--- src/rtl/cpu_pkg.sv ---
// Shared CPU definitions: instruction width, NOP encoding, PC step and fetch-state encoding.
package cpu_pkg;

    localparam int unsigned INSTR_W   = 32;
    localparam logic [31:0] NOP_INSTR = 32'h0000_0000;
    localparam logic [31:0] PC_INC    = 32'd4;

    typedef enum logic {
        FETCH_FILL = 1'b0,
        FETCH_RUN  = 1'b1
    } fetch_state_t;

endpackage

--- src/rtl/if_stage_pipe_reg.sv ---
// Width-parameterised pipeline register: sync reset, clear (flush) beats hold, hold beats load.
module pipe_reg #(
    parameter int unsigned W = 32
) (
    input  logic         clk,
    input  logic         rst,
    input  logic         hold,
    input  logic         clear,
    input  logic [W-1:0] d,
    output logic [W-1:0] q
);

    // Register update with flush priority over hold.
    always_ff @(posedge clk) begin
        if (rst) begin
            q <= '0;
        end else if (clear) begin
            q <= '0;
        end else if (!hold) begin
            q <= d;
        end
    end

endmodule

--- src/rtl/if_stage.sv ---
// Instruction-fetch stage: PC register, IM addressing, IF/ID capture, stall/flush, fetch counter.
module if_stage
    import cpu_pkg::*;
#(
    parameter logic [31:0] RESET_PC = 32'h0000_0000,
    parameter int unsigned IM_WORDS = 32,
    parameter int unsigned CNT_W    = 16
) (
    input  logic               clk_i,
    input  logic               rst_i,
    input  logic               stall_i,
    input  logic               branch_taken_i,
    input  logic [31:0]        branch_target_i,
    input  logic [INSTR_W-1:0] im_data_i,
    output logic [31:0]        im_addr_o,
    output logic [31:0]        pc_o,
    output logic [31:0]        ifid_pc4_o,
    output logic [INSTR_W-1:0] ifid_instr_o,
    output logic               ifid_valid_o,
    output logic               oor_o,
    output logic [CNT_W-1:0]   fetch_cnt_o
);

    localparam logic [31:0] IM_LIMIT = 32'(IM_WORDS * 4);

    fetch_state_t     state_q, state_d;
    logic [31:0]      pc_q, pc_d;
    logic [CNT_W-1:0] cnt_q, cnt_d;
    logic             oor_q, oor_d;
    logic             advance_c;
    logic [31:0]      pc_plus4_c;

    assign advance_c  = !branch_taken_i && !stall_i;
    assign pc_plus4_c = pc_q + PC_INC;

    // Next-state for FSM, PC, counter and out-of-range flag; branch > stall > advance.
    always_comb begin
        state_d = state_q;
        pc_d    = pc_q;
        cnt_d   = cnt_q;
        oor_d   = oor_q;
        case (state_q)
            FETCH_FILL: state_d = FETCH_RUN;
            FETCH_RUN:  state_d = FETCH_RUN;
            default:    state_d = FETCH_RUN;
        endcase
        if (branch_taken_i) begin
            pc_d = branch_target_i & ~32'h0000_0003;
        end else if (!stall_i) begin
            pc_d = pc_plus4_c;
            if (cnt_q != {CNT_W{1'b1}}) begin
                cnt_d = cnt_q + CNT_W'(1);
            end
            if (pc_q >= IM_LIMIT) begin
                oor_d = 1'b1;
            end
        end
    end

    // State, PC, counter and sticky flag registers.
    always_ff @(posedge clk_i) begin
        if (rst_i) begin
            state_q <= FETCH_FILL;
            pc_q    <= RESET_PC;
            cnt_q   <= '0;
            oor_q   <= 1'b0;
        end else begin
            state_q <= state_d;
            pc_q    <= pc_d;
            cnt_q   <= cnt_d;
            oor_q   <= oor_d;
        end
    end

    pipe_reg #(.W(INSTR_W)) u_instr (
        .clk   (clk_i),
        .rst   (rst_i),
        .hold  (stall_i),
        .clear (branch_taken_i),
        .d     (advance_c ? im_data_i : NOP_INSTR),
        .q     (ifid_instr_o)
    );

    pipe_reg #(.W(32)) u_pc4 (
        .clk   (clk_i),
        .rst   (rst_i),
        .hold  (stall_i),
        .clear (branch_taken_i),
        .d     (pc_plus4_c),
        .q     (ifid_pc4_o)
    );

    pipe_reg #(.W(1)) u_valid (
        .clk   (clk_i),
        .rst   (rst_i),
        .hold  (stall_i),
        .clear (branch_taken_i),
        .d     (1'b1),
        .q     (ifid_valid_o)
    );

    assign im_addr_o   = pc_q;
    assign pc_o        = pc_q;
    assign oor_o       = oor_q;
    assign fetch_cnt_o = cnt_q;

endmodule

--- config.mk ---
export PLATFORM = sky130hd
export DESIGN_NAME = if_stage
export DESIGN_NICKNAME = d
export VERILOG_FILES = /design/src/rtl/cpu_pkg.sv /design/src/rtl/if_stage_pipe_reg.sv /design/src/rtl/if_stage.sv
export SDC_FILE = /design/constraint.sdc
export NUM_CORES = 1
export LEC_CHECK = 0
export BUFFER_PORTS_ARGS = -buffer_cell sky130_fd_sc_hd__buf_4
export CAP_MARGIN = 20
export CORE_UTILIZATION = 42
export CTS_BUF_LIST = sky130_fd_sc_hd__clkbuf_4
export CTS_CLUSTER_DIAMETER = 120
export DETAILED_ROUTE_END_ITERATION = 6
export PLACE_DENSITY = 0.78
export SLEW_MARGIN = 20
export SYNTH_ARGS = -nofsm -noshare
export SYNTH_HDL_FRONTEND = slang
export SYNTH_SLANG_ARGS = --single-unit
--- constraint.sdc ---
create_clock -name clk_i -period 2.2 [get_ports clk_i]
set_input_delay 0.44 -clock clk_i [delete_from_list [all_inputs] [get_ports clk_i]]
set_output_delay 0.44 -clock clk_i [all_outputs]
set_load 0.01 [all_outputs]
==> results by group, run 1 <==
Timing
  • Final hold viol count: 0
  • Worst Tran Pin Value: 0.531 ns
  • Smallest hold slack: 0.173 ns
  • Endpoints failing setup: 0
  • Max Fclk: 478 MHz
  • Period minus WS final: 2.09 ns
  • Worst slew margin: 64.3%
  • RSZ-0062 raised after global routing: no
  • Setup TNS: 0 ns
  • Max Slew Vio Count: 0
  • Crit share post-route: 95.1%
  • Max Clock Skew: 0.0137 ns

Place
  • Inst Count DP: 1024
  • Placer Congestion: 0.887
  • DP HPWL: 12.7 mm
  • PortBufs: 205

Synth
  • Ys async rst share: 0%
  • Post-Syn Area: 5680 sq um
  • Register area share after synthesis: 38.8%
  • Post-synthesis register bit count: 110
  • Syn avg cell area: 8.29 sq um
  • Distinct cells, synth: 48
  • Post-synth EDFFs: 0
  • Top FF cell, synth: dfxtp_1
  • Synth Warn #: 0
  • Gate Count Post-Synth: 685

Clocking
  • Hold buffers post-CTS: 0
  • Clock Sinks: 110
  • Htree depth: 3
  • Number of setup buffers added after CTS: 0
  • Clk root buf: clkbuf_4
  • CTS clk-pin slew, worst paths: 0.16 ns
  • Maximum root-to-sink buffer count: 2
  • Post-CTS sizing: 0
  • Cts bufs inserted: 9
  • Clk_lat worst skew: 0.48 ns
  • CTS tree: done

Floorplanning
  • Die Y: 118 um
  • Die Wd: 118 um
  • Die footprint: 14000 sq um
  • Std cell rows: 42
  • IO Pins: 214
  • Starting Density: 43.0%
  • Core Box Area: 13200 sq um

Cells and area
  • Area Overhead vs Synth: 32.6%
  • Share of cells above drive strength 1: 32.7%
  • Final Util: 57.1%
  • Layout net count: 930
  • Fillers: 1216
  • Layout Cells excl Fill: 1039
  • Most common cell after layout, fill and taps aside: buf_4
  • # diodes: 0
  • Most frequent cells in the layout: buf_4, dfxtp_1, nor2_1

Pwr
  • VDD IR max: 507 uV
  • Leakage: 3.08 nW
  • PwrDens: 551 nW/um^2
  • Total power: 0.00415 W

Global route
  • First-pass GRT wire length: 26.8 mm
  • Initial antenna violation count: 0
  • Grt ovf: 0
  • Tot GR Track Use: 24.1%
  • Vias in the first global route: 5450
  • Largest net degree at the start of global routing: 65

Min path
  • Worst Hold Class: input pin to flip-flop

Detailed routing
  • First-iteration detailed-routing DRC count: 389
  • Via Count: 5821
  • Routed WL: 17.1 mm
  • Vias per Instance: 5.60
  • Antenna Nets Post-Route: 0
  • Initial DRT Pass Iterations: 5
  • DR DRC count: 0
  • Routed len/inst: 16.4 um

Critical path
  • Crit-path cells: ha_4 > nand4_1 > or4_4 > buf_4 > or4_1 > a31oi_1
  • Worst setup path class: flip-flop to flip-flop
  • Worst Path Arrival: 2.51 ns
  • Crit-path max FO: 12
  • Startpoint Class: flip-flop
  • CP Capture Type: flip-flop
  • Critical Path RT: 2.62 ns
  • Worst path max stage delay: 0.56 ns
  • Slowest CP cell: or4_4

Job
  • Max-Cap Viols: 0

Status
  • Status: complete, no violations
==> registers in the layout (all words and copies together), names as in the netlist <==
signal       flops
fetch_cnt_o     16
im_addr_o       30
oor_o            1
u_instr.q       32
u_pc4.q         30
u_valid.q        1
==> layout make-up <==
type / count / area, sq um / area share, %
flip-flops and latches: 110 / 2210 / 29.4
repair buffers: 254 / 1920 / 25.5
inverters: 16 / 60.1 / 0.798
well taps: 176 / 220 / 2.93
clock buffers: 10 / 75.1 / 0.997
clock inverters: 5 / 98.8 / 1.31
multi-input cells: 468 / 2950 / 39.1
==> cells in the mapped netlist, types with 4 or more instances <==
cell type	n	share of area, %
o21ai_0	39	3.4
nand4_1	19	2.1
and4_1	9	1.4
nor2_1	71	4.7
a31oi_1	13	1.4
or4_1	25	3.3
buf_1	7	0.46
nor3_1	15	1.3
xnor2_1	16	2.5
or3_1	17	1.9
nand3_1	19	1.7
dfxtp_1	110	39
a211oi_1	12	1.6
inv_1	15	0.99
o31ai_1	22	2.9
or2_2	4	0.44
nor4_1	24	2.6
and3_1	5	0.55
a21oi_1	32	2.8
clkbuf_1	43	2.8
nor2b_1	8	0.88
nand2_1	28	1.9
a311oi_1	17	2.6
buf_2	9	0.79
mux2i_1	34	6.0
buf_4	36	4.8
==> critical path, delay by kind of cell (launching register included) <==
| kind | cells | cell delay [ns] |
|---|---|---|
| simple gates | 3 | 1.12 |
| flops | 1 | 0.39 |
| buf+inv | 1 | 0.20 |
| compound gates | 1 | 0.17 |
| fa+ha+maj | 1 | 0.15 |
==> through the flow <==
stage               instance area, sq um  setup slack [ns]
floorplan                           5720            0.0112
global placement                    7350             0.101
detailed placement                  7350            0.0777
CTS                                 7520            0.0393
global route                        7530           0.00159
finish                              7530             0.107
==> where the power goes <==
group          total [W]  switching (W)  internal [W]
Clock            0.00124       0.000661      0.000577
Combinational   0.000762       0.000387      0.000375
Sequential       0.00215      0.0000739       0.00207
Total            0.00415        0.00112       0.00303
==> layer usage <==
metal	vias to the layer above	GRT usage [%]	routed length, um
met5	-	0	0
met4	0	7.53	282
met3	17	8.74	1670
met2	253	41.7	8340
met1	2736	27.5	6780
li1	2815	-	-
==> cells by family after synthesis <==
family	count (synthesis)	share of synthesized area [%]
AOI/OAI and AO/OA	146	16.4
xor gates and xnor gates	19	2.93
adders and majority gates	3	0.661
buffers and inverters	112	10.0
DFF	110	38.8
muxes	36	6.39
other	1	0.0661
and+or+nand+nor	258	24.7
==> worst paths after layout <==
check | startpoint | endpoint | slack, ns | cells after the start
worst min register to register | u_pc4.q[6] | u_pc4.q[6] | 0.48 | 2
worst max-delay path | im_addr_o[2] | u_pc4.q[28] | 0.11 | 6
worst max register to register | im_addr_o[2] | u_pc4.q[28] | 0.11 | 6
worst min-delay path | im_data_i[28] | u_instr.q[28] | 0.17 | 3
Power figures use the tool's default switching activity.
==> inputs of run 2 (changes only) <==
- PLACE_DENSITY: 0.78 -> 0.76
- SYNTH_HIERARCHICAL: not set -> 1
==> results by group, run 2 <==
Status
  • Status: complete, no violations

Min path
  • Min-Delay Endpoint: im_addr_o[3]
  • Hold depth: 3 (unchanged)
  • Worst Hold Class: input pin to flip-flop
  • Worst Hold Launch: branch_target_i[3]

Detailed routing
  • Routed WL: 16.5 mm (-3.4%)
  • Initial DRT Pass Iterations: 5 (unchanged)
  • DR DRC count: 0 (unchanged)
  • Antenna Nets Post-Route: 0 (unchanged)
  • First-iteration detailed-routing DRC count: 299 (-23%)
  • Routed len/inst: 15.2 um (-7.8%)
  • Via Count: 5648 (-3.0%)
  • Vias per Instance: 5.19 (-7.3%)

Cells and area
  • Area Overhead vs Synth: 26.7%
  • Share of cells above drive strength 1: 32.6% (-0.12 points)
  • Fillers: 1419 (+17%)
  • Layout net count: 969 (+4.2%)
  • Most common cell after layout, fill and taps aside: buf_4
  • Most frequent cells in the layout: buf_4, dfxtp_1, nor2_1

Place
  • Placer Congestion: 0.866 (-2.3%)
  • DP HPWL: 12.0 mm (-5.5%)
  • PortBufs: 207 (+0.98%)

Synth
  • Post-Syn Area: 6230 sq um (+9.7%)
  • Gate Count Post-Synth: 721 (+5.3%)
  • Register area share after synthesis: 36.0% (-2.8 points)
  • Post-synth top area cell: dfxtp_1
  • Synth top cells by count: dfxtp_1, nor2_1, mux2i_1
  • Post-synthesis register bit count: 112 (+1.8%)
  • Top FF cell, synth: dfxtp_1
  • Multiplexer share of the synthesized area: 11.5% (+5.1 points)
  • Synth top area cells: dfxtp_1, mux2i_1, nor2_1
  • Compound-gate portion of the synthesized area: 7.67% (-8.8 points)
  • XOR/XNOR Fraction of Synth Area: 5.48% (+2.6 points)
  • Distinct cells, synth: 54 (+13%)
  • Ys async rst share: 0% (unchanged)
  • Main combinational cell family by area after synthesis: simple AND/OR/NAND/NOR gates
  • Synth Warn #: 6 (+6)
  • Syn avg cell area: 8.64 sq um (+4.2%)
  • Post-synth top area share: 36.0% (-2.8 points)
  • Count leader, synth: dfxtp_1
  • Post-Synth Simple-Gate Area: 26.7% (+2.0 points)
  • Post-synth EDFFs: 0 (unchanged)
  • Synth Area in Adders: 0.603% (-0.059 points)

Clocking
  • Cts bufs inserted: 9 (unchanged)
  • Clk_lat worst skew: 0.48 ns (about the same)
  • CTS tree: done
  • Hold buffers post-CTS: 0 (unchanged)
  • Clk root buf: clkbuf_4
  • Htree depth: 3 (unchanged)
  • Clock Sinks: 112 (+1.8%)
  • Post-CTS sizing: 0 (unchanged)
  • CTS clk-pin slew, worst paths: 0.17 ns (about the same)
  • Number of setup buffers added after CTS: 0 (unchanged)
  • Maximum root-to-sink buffer count: 2 (unchanged)

Timing
  • Max Clock Skew: 0.0173 ns (+0.00363 ns)
  • Worst slew margin: 54.6% (-9.7 points)
  • Max Slew Vio Count: 0 (unchanged)
  • Max Fclk: 496 MHz (+3.8%)
  • Setup TNS: 0 ns (unchanged)
  • Endpoints failing setup: 0 (unchanged)
  • Crit share post-route: 91.7% (-3.5 points)
  • Period minus WS final: 2.02 ns (-0.0766 ns)
  • RSZ-0062 raised after global routing: no
  • Final hold viol count: 0 (unchanged)
  • Worst Tran Pin Value: 0.681 ns (+0.150 ns)

Pwr
  • VDD IR max: 251 uV (-50%)
  • Total power: 0.00399 W (-3.9%)
  • PwrDens: 505 nW/um^2 (-8.3%)
  • Leakage: 3.45 nW (+12%)

Floorplanning
  • Std cell rows: 44 (+4.8%)
  • Die Wd: 124 um (+4.7%)
  • IO Pins: 214 (unchanged)
  • Core Box Area: 14500 sq um (+9.8%)
  • Die footprint: 15300 sq um (+9.5%)
  • Starting Density: 43.0% (about the same)
  • Die Y: 124 um (+4.7%)

Critical path
  • Worst r2r src: im_addr_o[2]
  • Cell count of the worst reg-to-reg path: 5 (-1)
  • Startpoint Class: flip-flop
  • Worst path max stage delay: 0.53 ns (-0.03 ns)
  • R2r setup slk: 0.18 ns (+0.08 ns)
  • Crit-path cells: ha_2 > nand4b_1 > or4_4 > or4_1 > a311oi_1
  • Crit path buf inv count: 0 (-1)
  • Worst setup path class: flip-flop to flip-flop
  • Slowest CP cell: or4_4
  • Worst Path Arrival: 2.42 ns (-0.09 ns)
  • CP Capture Type: flip-flop
  • Crit path launch: im_addr_o[2]
  • Crit-path max FO: 13 (+1)
  • Critical Path RT: 2.60 ns (-0.02 ns)
  • RR Endpoint: im_addr_o[26]
  • Top Family by Delay on Critical Path: simple AND/OR/NAND/NOR gates

Global route
  • Grt ovf: 0 (unchanged)
  • Tot GR Track Use: 21.0% (-3.2 points)
  • Largest net degree at the start of global routing: 44 (-32%)
  • First-pass GRT wire length: 25.0 mm (-6.8%)
  • Initial antenna violation count: 1 (+1)
  • Vias in the first global route: 4925 (-9.6%)

Job
  • Max-Cap Viols: 0 (unchanged)
[run 2: cell types whose count changed in the layout (fill, tap and decap cells not counted), moves of 11 or more]
| cell | change |
|---|---|
| xor2_1 | +11 |
| nor2_1 | +34 |
| a21oi_1 | -14 |
| mux2i_1 | +33 |
| or4_1 | -16 |
| nor3_1 | +11 |
| o21ai_0 | -29 |
| and2_1 | +30 |
| o31ai_1 | -12 |
[run 2: final cells by class]
cell class                      count  area (sq um)  area share (%)
Tap cell                          184           230            2.92
Antenna cell                        1          2.50          0.0317
Sequential cell                   112          2240            28.4
Timing Repair Buffer              256          1930            24.5
Multi-Input combinational cell    501          3270            41.4
Clock buffer                        9          67.6           0.856
Clock inverter                      7          78.8           0.999
Inverter                           18          67.6           0.856
[run 2: kinds of logic (layout without fill, tap and decap cells)]
logic type,count (synthesis),after routing
and+or+nand+nor,310,310
buffers and inverters,113,290
DFF,112,112
AOI/OAI and AO/OA,71,71
muxes,71,71
xor gates and xnor gates,39,39
adders and majority gates,3,3
other,2,8
[run 2: worst reg2reg max path, stage by stage, from the launching register on]
cell	delay (ns)
dfxtp_1	0.38
ha_2	0.23
nand4b_1	0.13
or4_4	0.53
or4_1	0.43
a311oi_1	0.25
[run 2: stage by stage]
step	cell area, sq um	hold slack, ns	cells	util (%)	setup slack (ns)
global route	7890	0.154	1087	54.5	0.0360
floorplan	6250	0.470	726	-	0.0950
CTS	7890	0.147	1087	54.5	0.138
detailed placement	7740	0.444	1071	53.5	0.119
finish	7890	0.191	1088	54.5	0.184
global placement	7740	0.438	1071	53.5	0.150
[run 2: layer usage]
metal  routed length [um]  global-route usage [%]  vias to the layer above
li1                     -                       -                     2809
met1                 7100                    26.4                     2639
met2                 8050                    35.6                      176
met3                 1040                    4.12                       22
met4                  282                    7.08                        2
met5                   17                       0                        -
[run 2: worst max-delay path by stage]
| stage | cells past startpoint | end |
|---|---|---|
| after global routing | 5 | im_addr_o[30] |
| after global placement | 5 | fetch_cnt_o[13] |
| after CTS | 5 | im_addr_o[26] |
| after detailed placement | 5 | im_addr_o[26] |
| after floorplan | 8 | u_pc4/q[20] |
| final | 5 | im_addr_o[26] |
[run 2: report_power, final]
part | switching (W) | internal, W
logic | 0.000360 | 0.000374
registers | 0.0000741 | 0.00209
clock network | 0.000727 | 0.000360
==> inputs of run 3 (changes only) <==
- CELL_PAD_IN_SITES_DETAIL_PLACEMENT: not set -> 0
- CELL_PAD_IN_SITES_GLOBAL_PLACEMENT: not set -> 1
- CORE_MARGIN: not set -> 1
- CORE_UTILIZATION: 42 -> 33
- PLACE_DENSITY: 0.76 -> 0.84
- SYNTH_HIERARCHICAL: 1 -> not set
==> results by group, run 3 (same netlist as run 1, synthesis figures left out) <==
Timing
  • RSZ-0062 raised after global routing: no
  • Period minus WS final: 2.11 ns (+0.0930 ns)
  • Setup slack after layout: 0.0906 ns (-0.0930 ns)
  • Max Clock Skew: 0.0131 ns (-0.00422 ns)
  • Final hold viol count: 0 (unchanged)
  • Crit share post-route: 95.9% (+4.2 points)
  • Max Slew Vio Count: 0 (unchanged)
  • Endpoints failing setup: 0 (unchanged)
  • Max Fclk: 474 MHz (-4.4%)
  • Setup TNS: 0 ns (unchanged)

Critical path
  • WP depth: 5 (unchanged)
  • Worst path most repeated cell: or4_1
  • Crit path launch: im_addr_o[2]
  • Cell count of the worst reg-to-reg path: 5 (unchanged)
  • Critical Path RT: 2.63 ns (+0.03 ns)
  • Crit-path max FO: 7 (-6)
  • Startpoint Class: flip-flop
  • RR Endpoint: im_addr_o[25]
  • Crit-path cells: buf_4 > nand4_1 > or4_1 > or4_1 > a311oi_1
  • Slowest CP cell: or4_1
  • Worst path max stage delay: 0.59 ns (+0.06 ns)
  • Top Family by Delay on Critical Path: simple AND/OR/NAND/NOR gates
  • Worst setup path class: flip-flop to flip-flop
  • Worst Setup EP: im_addr_o[25]
  • Crit path buf inv count: 1 (+1)
  • R2r setup slk: 0.09 ns (-0.09 ns)
  • CP Capture Type: flip-flop
  • Worst r2r src: im_addr_o[2]
  • Worst Path Arrival: 2.54 ns (+0.12 ns)

Pwr
  • Switch Pwr: 0.00118 W (+1.6%)
  • Gate power share: 19.0% (+0.6 points)
  • Leakage: 3.13 nW (-9.4%)
  • Clock power share: 29.0% (+1.8 points)
  • Sequential share of power: 52.0% (-2.3 points)
  • Cell Int Power: 0.00294 W (+4.0%)
  • Switching share of power: 28.6% (-0.48 points)
  • PwrDens: 537 nW/um^2 (+6.3%)
  • VDD IR max: 463 uV (+84%)

Detailed routing
  • Wire length on met2: 8.56 mm (+6.2%)
  • Top sig layer: met4
  • Antenna Nets Post-Route: 0 (unchanged)
  • Routed WL: 18.1 mm (+9.5%)
  • Vias per Instance: 5.26 (+1.2%)
  • Met3 WL: 1.52 mm (+46%)
  • First-iteration detailed-routing DRC count: 278 (-7.0%)
  • DR DRC count: 0 (unchanged)
  • Initial DRT Pass Iterations: 4 (-1)
  • Routed len/inst: 16.5 um (+8.9%)
  • Via Count: 5749 (+1.8%)
  • Wl on met1: 7.67 mm (+8.0%)

Cells and area
  • Max reg flops: 32
  • Fillers: 1729 (+22%)
  • Layout net count: 939 (-3.1%)
  • Multi-input gate area: 2940 sq um (-10%)
  • Reg area: 2210 sq um (-1.5%)
  • Top reg by flops: u_instr.q
  • Share of cells above drive strength 1: 33.4% (+0.89 points)
  • Most frequent cells in the layout: buf_4, dfxtp_1, nor2_1
  • Area Overhead vs Synth: 35.1%
  • Most common cell after layout, fill and taps aside: buf_4

Clocking
  • Maximum root-to-sink buffer count: 2 (unchanged)
  • Cts bufs inserted: 9 (unchanged)
  • Clk_lat worst skew: 0.51 ns (+0.03 ns)
  • Htree depth: 3 (unchanged)
  • CTS tree: done
  • Clk root buf: clkbuf_4
  • Clock Sinks: 110 (-1.8%)
  • CTS clk-pin slew, worst paths: 0.18 ns (about the same)

Job
  • Max-Cap Viols: 0 (unchanged)

Status
  • Status: complete, no violations

Place
  • Placer Congestion: 0.861 (-0.62%)
  • PortBufs: 205 (-0.97%)
  • Pre-CTS setup slack: 0.0616 ns (-0.0571 ns)
  • DP HPWL: 13.6 mm (+14%)

Floorplanning
  • IO Pins: 214 (unchanged)
  • Die Wd: 133 um (+7.6%)
  • Die Y: 133 um (+7.6%)
  • Core Box Area: 16700 sq um (+15%)
  • Std cell rows: 47 (+6.8%)
  • Starting Density: 34.0% (-9.0 points)
  • Die footprint: 17700 sq um (+16%)

Min path
  • Worst Hold Class: input pin to flip-flop
  • Hold depth: 3 (unchanged)

Global route
  • Grt ovf: 0 (unchanged)
  • First-pass GRT wire length: 28.1 mm (+12%)
  • Initial antenna violation count: 1 (unchanged)
  • Largest net degree at the start of global routing: 56 (+27%)
  • Tot GR Track Use: 20.4% (-0.60 points)
  • Vias in the first global route: 5268 (+7.0%)
-- run 3: through the flow --
step	utilization (%)	total power, W	hold slack (ns)	area (sq um)	cells
after global placement	44.9	0.00297	0.451	7490	1077
after global routing	45.9	0.00432	0.103	7670	1094
after detailed placement	44.9	0.00297	0.458	7490	1077
after CTS	45.9	0.00417	0.106	7660	1093
final	45.9	0.00412	0.135	7670	1094
after floorplan	-	0.00260	0.470	5720	690
-- run 3: routing by layer --
| layer | global-route usage, % | up-vias |
|---|---|---|
| li1 | - | 2846 |
| met3 | 6.28 | 18 |
| met4 | 6.12 | 0 |
| met5 | 0 | - |
| met2 | 33.6 | 217 |
| met1 | 25.4 | 2668 |
-- run 3: worst min-delay path: cells and delay by family --
kind | cells | cell delay [ns]
muxes | 1 | 0.05
and+or+nand+nor | 1 | 0.07
buffers and inverters | 1 | 0.08
-- run 3: how the worst min path moves through the flow --
stage | from | endpoint | slack [ns]
floorplan | oor_o | oor_o | 0.47
CTS | im_data_i[24] | u_instr.q[24] | 0.11
finish | im_data_i[24] | u_instr.q[24] | 0.13
global route | im_data_i[13] | u_instr.q[13] | 0.10
global placement | u_valid.q | u_valid.q | 0.45
detailed placement | u_pc4.q[6] | u_pc4.q[6] | 0.46
-- run 3: what timing repair did --
action,in CTS,in global routing
hold buffers,0,0
buffers inserted,0,0
gates resized for setup,0,1
setup endpoints to repair,0,7
-- run 3: power groups by stage --
stage | logic [W] | registers [W] | clock network (W)
final | 0.000783 | 0.00214 | 0.00120
after global routing | 0.000850 | 0.00215 | 0.00131
after CTS | 0.000791 | 0.00214 | 0.00124
after detailed placement | 0.000789 | 0.00218 | 0
after global placement | 0.000786 | 0.00218 | 0
after floorplan | 0.000376 | 0.00222 | 0
-- run 3: layout make-up --
cell class | count | share of cell area (%)
Multi-Input combinational cell | 468 | 38.4
Clock buffer | 10 | 0.979
Clock inverter | 6 | 1.22
Sequential cell | 110 | 28.8
Tap cell | 220 | 3.59
Timing Repair Buffer | 263 | 26.2
Inverter | 16 | 0.783
Antenna cell | 1 | 0.0326
